## src/rtl/arcade_input_mux_if.sv

```systemverilog
// rtl/arcade_input_mux_if.sv - player input bundle between joystick merge and game core
interface arcade_input_mux_if #(
    parameter int NPLAYERS = 2
);
    logic [10:0]             ps2_key;
    logic [NPLAYERS*16-1:0]  joy;
    logic                    vblank;
    logic                    cabinet;
    logic [NPLAYERS*8-1:0]   out_play;
    logic [7:0]              out_sys;
    logic                    coin_busy;

    modport master (
        output ps2_key, joy, vblank, cabinet,
        input  out_play, out_sys, coin_busy
    );

    modport slave (
        input  ps2_key, joy, vblank, cabinet,
        output out_play, out_sys, coin_busy
    );
endinterface

```

## src/rtl/arcade_input_mux.sv

```systemverilog
// rtl/arcade_input_mux.sv - keyboard/joystick/cabinet merge into active-low INP bytes with coin stretchers
// Optional neutral SOCD cleaning when SOCD_CLEAN_EN is defined.
module arcade_input_mux #(
    parameter int NPLAYERS    = 2,
    parameter int COIN_FRAMES = 3,
    parameter int COIN_MERGE  = 1
) (
    input  logic              clk_sys,
    input  logic              reset_n,
    arcade_input_mux_if.slave bus
);

    localparam int NS    = (COIN_MERGE != 0) ? 1 : 2;
    localparam int CW    = $clog2(COIN_FRAMES + 1);
    localparam int NK    = 18;
    localparam int P2IDX = (NPLAYERS >= 2) ? 1 : 0;

    // Key latch layout: per player R,L,D,U,B1,B2 matches joystick bits 0..5
    localparam int K_P1R = 0,  K_P1L = 1,  K_P1D = 2,  K_P1U = 3,  K_P1B1 = 4,  K_P1B2 = 5;
    localparam int K_P2R = 6,  K_P2L = 7,  K_P2D = 8,  K_P2U = 9,  K_P2B1 = 10, K_P2B2 = 11;
    localparam int K_S1  = 12, K_S2  = 13, K_C1  = 14, K_C2  = 15, K_F1   = 16, K_F2   = 17;

    typedef enum logic [1:0] {
        S_IDLE   = 2'd0,
        S_ACTIVE = 2'd1,
        S_GAP    = 2'd2
    } coin_state_e;

    logic           prime_q;
    logic           tog_q;
    logic [NK-1:0]  key_q;
    logic [NK-1:0]  key_d;
    logic [NK-1:0]  key_hit;
    logic           key_evt;

    assign key_evt = prime_q && (bus.ps2_key[10] != tog_q);
    assign key_d   = (key_q & ~key_hit) | (key_hit & {NK{bus.ps2_key[9]}});

    always_comb begin
        key_hit = '0;
        case (bus.ps2_key[7:0])
            8'h74:   key_hit[K_P1R]  = bus.ps2_key[8];
            8'h6B:   key_hit[K_P1L]  = bus.ps2_key[8];
            8'h72:   key_hit[K_P1D]  = bus.ps2_key[8];
            8'h75:   key_hit[K_P1U]  = bus.ps2_key[8];
            8'h29:   key_hit[K_P1B1] = 1'b1;
            8'h14:   key_hit[K_P1B2] = 1'b1;
            8'h34:   key_hit[K_P2R]  = 1'b1;
            8'h23:   key_hit[K_P2L]  = 1'b1;
            8'h2B:   key_hit[K_P2D]  = 1'b1;
            8'h2D:   key_hit[K_P2U]  = 1'b1;
            8'h1C:   key_hit[K_P2B1] = 1'b1;
            8'h1B:   key_hit[K_P2B2] = 1'b1;
            8'h16:   key_hit[K_S1]   = 1'b1;
            8'h1E:   key_hit[K_S2]   = 1'b1;
            8'h2E:   key_hit[K_C1]   = 1'b1;
            8'h36:   key_hit[K_C2]   = 1'b1;
            8'h05:   key_hit[K_F1]   = 1'b1;
            8'h06:   key_hit[K_F2]   = 1'b1;
            default: key_hit = '0;
        endcase
    end

    // The first cycle after reset only samples the strobe, so a stale level never counts as an event.
    always_ff @(posedge clk_sys or negedge reset_n) begin
        if (!reset_n) begin
            prime_q <= 1'b0;
            tog_q   <= 1'b0;
            key_q   <= '0;
        end else if (!prime_q) begin
            prime_q <= 1'b1;
            tog_q   <= bus.ps2_key[10];
        end else if (key_evt) begin
            tog_q   <= bus.ps2_key[10];
            key_q   <= key_d;
        end
    end

    logic [5:0]             raw [NPLAYERS];
    logic [5:0]             ctl [NPLAYERS];
    logic [NPLAYERS*8-1:0]  play_d;

    always_comb begin
        for (int p = 0; p < NPLAYERS; p++) begin
            raw[p] = bus.joy[p*16 +: 6];
            if (p == 0)
                raw[p] = raw[p] | key_q[5:0];
            else if (p == 1)
                raw[p] = raw[p] | key_q[11:6];
        end
        for (int p = 0; p < NPLAYERS; p++)
            ctl[p] = raw[p];
        // Upright cabinets share one control panel, so P2 inputs also drive P1.
        if (NPLAYERS >= 2 && !bus.cabinet)
            ctl[0] = raw[0] | raw[P2IDX];
        play_d = '0;
        for (int p = 0; p < NPLAYERS; p++) begin
`ifdef SOCD_CLEAN_EN
            if (ctl[p][0] && ctl[p][1])
                ctl[p][1:0] = 2'b00;
            if (ctl[p][2] && ctl[p][3])
                ctl[p][3:2] = 2'b00;
`endif
            play_d[p*8 +: 8] = ~{ctl[p][1], ctl[p][0], ctl[p][3], ctl[p][2],
                                 1'b0, ctl[p][5], ctl[p][4], 1'b0};
        end
    end

    logic [1:0] start_d;
    logic       creq1;
    logic       creq2;

    always_comb begin
        start_d = {key_q[K_S2] | key_q[K_F2], key_q[K_S1] | key_q[K_F1]};
        creq1   = key_q[K_C1] | key_q[K_F1] | bus.joy[8];
        creq2   = key_q[K_C2] | key_q[K_F2];
        for (int p = 0; p < NPLAYERS; p++) begin
            start_d[0] = start_d[0] | bus.joy[p*16 + 6];
            start_d[1] = start_d[1] | bus.joy[p*16 + 7];
            if (p >= 1)
                creq2 = creq2 | bus.joy[p*16 + 8];
        end
    end

    logic [NPLAYERS*8-1:0]  out_play_q;
    logic [1:0]             start_q;
    logic                   vb_q;
    logic                   vb_rise;

    assign vb_rise = bus.vblank & ~vb_q;

    always_ff @(posedge clk_sys or negedge reset_n) begin
        if (!reset_n) begin
            out_play_q <= '1;
            start_q    <= '0;
            vb_q       <= 1'b0;
        end else begin
            out_play_q <= play_d;
            start_q    <= start_d;
            vb_q       <= bus.vblank;
        end
    end

    logic [NS-1:0] creq;
    logic [NS-1:0] coin_act;
    logic [NS-1:0] coin_bsy;

    generate
        if (NS == 1) begin : g_merge
            assign creq = creq1 | creq2;
        end else begin : g_split
            assign creq = {creq2, creq1};
        end
    endgenerate

    for (genvar s = 0; s < NS; s++) begin : g_coin
        coin_state_e    state_q;
        logic [CW-1:0]  cnt_q;
        logic [CW-1:0]  cnt_inc;
        logic           pend_q;
        logic           req_q;
        logic           act_q;
        logic           busy_q;
        logic           req_rise;

        assign req_rise = creq[s] & ~req_q;
        assign cnt_inc  = cnt_q + 1'b1;

        // A request edge arriving with the closing vblank of GAP is served as the queued coin.
        always_ff @(posedge clk_sys or negedge reset_n) begin
            if (!reset_n) begin
                state_q <= S_IDLE;
                cnt_q   <= '0;
                pend_q  <= 1'b0;
                req_q   <= 1'b0;
                act_q   <= 1'b0;
                busy_q  <= 1'b0;
            end else begin
                req_q <= creq[s];
                case (state_q)
                    S_IDLE: begin
                        if (req_rise) begin
                            state_q <= S_ACTIVE;
                            cnt_q   <= '0;
                            act_q   <= 1'b1;
                            busy_q  <= 1'b1;
                        end
                    end
                    S_ACTIVE: begin
                        if (req_rise)
                            pend_q <= 1'b1;
                        if (vb_rise) begin
                            if (cnt_inc == CW'(COIN_FRAMES)) begin
                                state_q <= S_GAP;
                                cnt_q   <= '0;
                                act_q   <= 1'b0;
                            end else begin
                                cnt_q <= cnt_inc;
                            end
                        end
                    end
                    S_GAP: begin
                        if (req_rise)
                            pend_q <= 1'b1;
                        if (vb_rise) begin
                            if (cnt_inc == CW'(COIN_FRAMES)) begin
                                cnt_q <= '0;
                                if (pend_q || req_rise) begin
                                    state_q <= S_ACTIVE;
                                    pend_q  <= 1'b0;
                                    act_q   <= 1'b1;
                                end else begin
                                    state_q <= S_IDLE;
                                    busy_q  <= 1'b0;
                                end
                            end else begin
                                cnt_q <= cnt_inc;
                            end
                        end
                    end
                    default: begin
                        state_q <= S_IDLE;
                        act_q   <= 1'b0;
                        busy_q  <= 1'b0;
                    end
                endcase
            end
        end

        assign coin_act[s] = act_q;
        assign coin_bsy[s] = busy_q;
    end

    logic coin1_n;
    logic coin2_n;
    logic unused_joy;

    assign coin1_n    = ~coin_act[0];
    assign coin2_n    = (NS == 2) ? ~coin_act[NS-1] : 1'b1;
    assign unused_joy = ^bus.joy;

    assign bus.out_play  = out_play_q;
    assign bus.out_sys   = {2'b11, ~start_q[1], ~start_q[0], 2'b11, coin2_n, coin1_n};
    assign bus.coin_busy = |coin_bsy;

endmodule

```

## src/flat_wrapper.sv

```systemverilog
// flat-port wrapper written by rule: the top's interface ports become plain ports
module arcade_input_mux_flat 
#(
    parameter int NPLAYERS    = 2,
    parameter int COIN_FRAMES = 3,
    parameter int COIN_MERGE  = 1
)
  (clk_sys, reset_n, bus_ps2_key, bus_joy, bus_vblank, bus_cabinet, bus_out_play, bus_out_sys, bus_coin_busy);
  arcade_input_mux_if #(.NPLAYERS(NPLAYERS)) bus_i ();
  input  logic clk_sys;
  input  logic reset_n;
  input wire logic [$bits(bus_i.ps2_key)-1:0] bus_ps2_key;
  input wire logic [$bits(bus_i.joy)-1:0] bus_joy;
  input wire logic [$bits(bus_i.vblank)-1:0] bus_vblank;
  input wire logic [$bits(bus_i.cabinet)-1:0] bus_cabinet;
  output wire logic [$bits(bus_i.out_play)-1:0] bus_out_play;
  output wire logic [$bits(bus_i.out_sys)-1:0] bus_out_sys;
  output wire logic [$bits(bus_i.coin_busy)-1:0] bus_coin_busy;
  assign bus_i.ps2_key = bus_ps2_key;
  assign bus_i.joy = bus_joy;
  assign bus_i.vblank = bus_vblank;
  assign bus_i.cabinet = bus_cabinet;
  assign bus_out_play = bus_i.out_play;
  assign bus_out_sys = bus_i.out_sys;
  assign bus_coin_busy = bus_i.coin_busy;
  arcade_input_mux #(.NPLAYERS(NPLAYERS), .COIN_FRAMES(COIN_FRAMES), .COIN_MERGE(COIN_MERGE)) u_core (.clk_sys(clk_sys), .reset_n(reset_n), .bus(bus_i));
endmodule
```

## config.mk

```make
export PLATFORM = sky130hd
export DESIGN_NAME = arcade_input_mux_flat
export DESIGN_NICKNAME = d
export VERILOG_FILES = /design/src/rtl/arcade_input_mux_if.sv /design/src/rtl/arcade_input_mux.sv /design/src/flat_wrapper.sv
export SDC_FILE = /design/constraint.sdc
export NUM_CORES = 1
export LEC_CHECK = 0
export CAP_MARGIN = 30
export CORE_ASPECT_RATIO = 0.75
export CORE_UTILIZATION = 45
export CTS_CLUSTER_SIZE = 16
export DETAILED_ROUTE_END_ITERATION = 6
export PLACE_DENSITY_LB_ADDON = 0.05
export SLEW_MARGIN = 10
export SYNTH_ARGS = -nofsm -noshare
export SYNTH_HDL_FRONTEND = slang
export SYNTH_SLANG_ARGS = --single-unit
```

## constraint.sdc

```tcl
create_clock -name clk_sys -period 2.1 [get_ports clk_sys]
set_input_delay 0.42 -clock clk_sys [delete_from_list [all_inputs] [get_ports clk_sys]]
set_output_delay 0.42 -clock clk_sys [all_outputs]
set_load 0.02 [all_outputs]
```

==> qor.yml <==
power_and_ir_drop:
  power.leakage_uw: 0.00122
  power_frac_seq_pct: 40.1
  power.switching_uw: 694
  pwr_density_cell_mw_per_mm2: 884
  clkPwrFrac_pct: 30.8
  internal_power_uw: 1750
  ir_worst_vdd_uv: 601
  power.share.combinational_pct: 29.2
  switching_share_pct: 28.4
placement:
  place.detailed.hpwl_um: 3240
  placement.io_buffers: 48
  area_after_dpl_mm2: 0.00263
  gpl.final_weighted_congestion: 0.873
synthesis:
  synth_area_leaders: "sky130_fd_sc_hd__dfrtp_1 (37%), sky130_fd_sc_hd__dfstp_2 (15%), sky130_fd_sc_hd__mux2_2 (9.7%), sky130_fd_sc_hd__buf_4 (3.6%), sky130_fd_sc_hd__nor2_1 (3.4%)"
  async_reset_ff_share_pct: 100
  yosys.area.top_type: "sky130_fd_sc_hd__dfrtp_1"
  postSynthRegisterBits: 43
  synth_cell_type_count: 43
  avgSynthCellArea_um2: 11.2
  netlist_area_mm2: 0.00209
  post-synth-top-area-fraction_pct: 37.2
  portion_of_the_post_synthesis_area_used_by_sequential_elements_pct: 52.3
  synthFlopType: "sky130_fd_sc_hd__dfrtp_1"
  synth-warning-count: 0
  gate_count_after_technology_mapping: 187
  number_of_enable_type_register_cells_in_the_synthesized_netlist: 0
sta:
  final_hold_viol_count: 0
  timing_worst_slew_pin_value_ns: 0.585
  period_minus_slack_ns: 1.83
  finalSetupTns_ns: 0
  report.final.slew_viol_count: 0
  rsz_0062_raised_after_global_routing: "false"
  max_slew_margin_pct: 60.9
  finClkSkew_ns: 0.00688
  clock.fmax_mhz: 547
  post-route-period-util_pct: 87.0
  report.final.setup_viol: 0
critical_path:
  critPathLaunchType: "flip-flop"
  crit_path_cell_trace: "clkdlybuf4s50_1"
  data_arrival_time_of_the_worst_path_ns: 1.41
  critical_path_peak_fanout: 1
  cp_top_family: "buffers and inverters"
  worstSetupStartpoint: "u_core.bus.out_play[13]"
  worstPathRequired_ns: 1.68
  worst_path_max_delay_cell: "sky130_fd_sc_hd__clkdlybuf4s50_1"
  critical_path.reg2reg.startpoint: "u_core.g_coin[0].state_q[0]"
  max_stage_delay_ns: 0.59
  endpoint_kind: "primary output"
  worstSetupPathType: "flip-flop to primary output"
  path_buf_inv: 1
global_routing:
  grt.overflow.total: 0
  vias_in_the_first_global_route: 1516
  antenna_found_initial: 0
  grt.total_usage_pct: 20.2
  maximum_number_of_pins_on_one_net_before_global_route_repair: 23
  grt_first_pass_wirelength_um: 7100
flow_run:
  max-cap-violations: 0
route:
  dr_total_vias: 1549
  wl_per_cell_um: 14.3
  drc_markers: 0
  routed_wire_length_um: 4310
  post_drt_via_cell_ratio: 5.15
  drt_first_iter_violations: 57
  first_pass_detailed_route_iteration_total: 4
  route.antenna.remaining_nets: 0
clock_tree:
  clock_tree_from_tritoncts: "yes"
  clkLatencyLatePin_ns: 0.30
  postCtsHoldBufs: 0
  cts-root-to-sink-buffers: 2
  clkSlewWorstSetupHoldPaths_ns: 0.08
  ctsResizeCount: 0
  htree_num_levels: 2
  cts_made_buffers: 5
  clk_tree_root_cell: "sky130_fd_sc_hd__clkbuf_8"
  cts_setup_buffers: 0
  tritoncts_num_sinks: 43
finish:
  nFillCells: 379
  fin_area_mm2: 0.00277
  finalNetCount: 295
  drive_above_1_share_pct: 21.3
  antennaDiodeCount: 0
  layout-area-overhead-vs-synth_pct: 32.6
floorplanning:
  initial_core_util_pct: 46.7
  top_level_ports: 72
  floorplan.core_area_mm2: 0.00447
  die_area_mm2: 0.00491
  floorplan.die.height_um: 61.0
  die-width_um: 80.6
  num_rows: 21
run_status:
  outcome: "complete, no violations"
worst_hold_path:
  timing.hold.worst.class: "input port to async pin"
-- power groups by stage --
stage                     registers, uW  logic (uW)  clock network [uW]
after floorplan                    1000         446                   0
after global placement              987         685                   0
after detailed placement            994         713                   0
after CTS                           979         718                 776
after global routing                990         789                 814
final                               980         713                 752
-- cell families after synthesis --
logic type      count (synthesis)  synth area share (%)
buf+inv                        21                  5.76
xor+xnor                        1                 0.420
fa+ha+maj                       5                  3.00
mux                            19                  10.4
other cells                     1                 0.180
compound gates                 19                  7.26
simple gates                   78                  20.6
flops                          43                  52.3
-- path summary, 6_finish.rpt --
check                                            end  slack, ns  cells past startpoint
max in group asynchronous     u_core.bus.out_play[1]       1.44                      2
hold / removal                       u_core.coin_act       0.09                      1
setup reg to reg           u_core.g_coin[0].cnt_q[1]       0.33                      6
setup / recovery                    bus_out_play[13]       0.27                      1
hold reg to reg               u_core.bus.out_play[4]       0.39                      1
min in group clk_sys          u_core.bus.out_play[4]       0.39                      1
-- layout make-up --
class	instances	area, um2	share of cell area (%)
tap	57	71.3	2.58
inverter	6	22.5	0.814
sequential	43	1090	39.4
multi-input combinational	132	908	32.8
clock buffer	6	72.6	2.62
clock inverter	2	60.1	2.17
timing repair buffer	55	541	19.5
-- synthesized netlist by cell type (3+ instances only) --
library cell and count:
sky130_fd_sc_hd__nand2b_1 3, sky130_fd_sc_hd__a21oi_1 5, sky130_fd_sc_hd__a21o_1 3, sky130_fd_sc_hd__inv_1 6, sky130_fd_sc_hd__nand4_1 3, sky130_fd_sc_hd__nor3_1 9
sky130_fd_sc_hd__buf_4 10, sky130_fd_sc_hd__mux2_2 18, sky130_fd_sc_hd__nor2_1 19, sky130_fd_sc_hd__buf_2 3, sky130_fd_sc_hd__nand2_1 17, sky130_fd_sc_hd__nand3_1 6
sky130_fd_sc_hd__dfrtp_1 31, sky130_fd_sc_hd__dfstp_2 12, sky130_fd_sc_hd__ha_1 5
-- layer usage --
layer	vias to the layer above	track usage [%]	part of all wire, %
met1	739	26.8	49
met2	51	30.9	43
li1	750	-	-
met4	0	10.7	2.2
met5	-	0	0
met3	9	4.96	5.1
-- metrics by stage --
step / total power, uW / worst slack, ns / cells / utilization (%) / hold WS (ns)
global route: 2590 / 0.205 / 301 / 61.9 / 0.123
floorplan: 1450 / 0.279 / 196 / - / 0.124
finish: 2450 / 0.273 / 301 / 61.9 / 0.0872
detailed placement: 1710 / 0.0194 / 293 / 59.0 / 0.386
global placement: 1670 / 0.0599 / 293 / 59.0 / 0.379
CTS: 2470 / 0.256 / 301 / 61.9 / 0.0989
-- placed cells by master (no fill, tap or decap), types with 6 or more instances in the layout --
| cell type | n |
|---|---|
| sky130_fd_sc_hd__buf_4 | 6 |
| sky130_fd_sc_hd__dfstp_2 | 12 |
| sky130_fd_sc_hd__nand2_1 | 17 |
| sky130_fd_sc_hd__clkdlybuf4s50_1 | 47 |
| sky130_fd_sc_hd__mux2_2 | 18 |
| sky130_fd_sc_hd__conb_1 | 10 |
| sky130_fd_sc_hd__inv_1 | 6 |
| sky130_fd_sc_hd__nand3_1 | 6 |
| sky130_fd_sc_hd__nor3_1 | 9 |
| sky130_fd_sc_hd__nor2_1 | 19 |
| sky130_fd_sc_hd__dfrtp_1 | 31 |
Power figures use the tool's default switching activity.
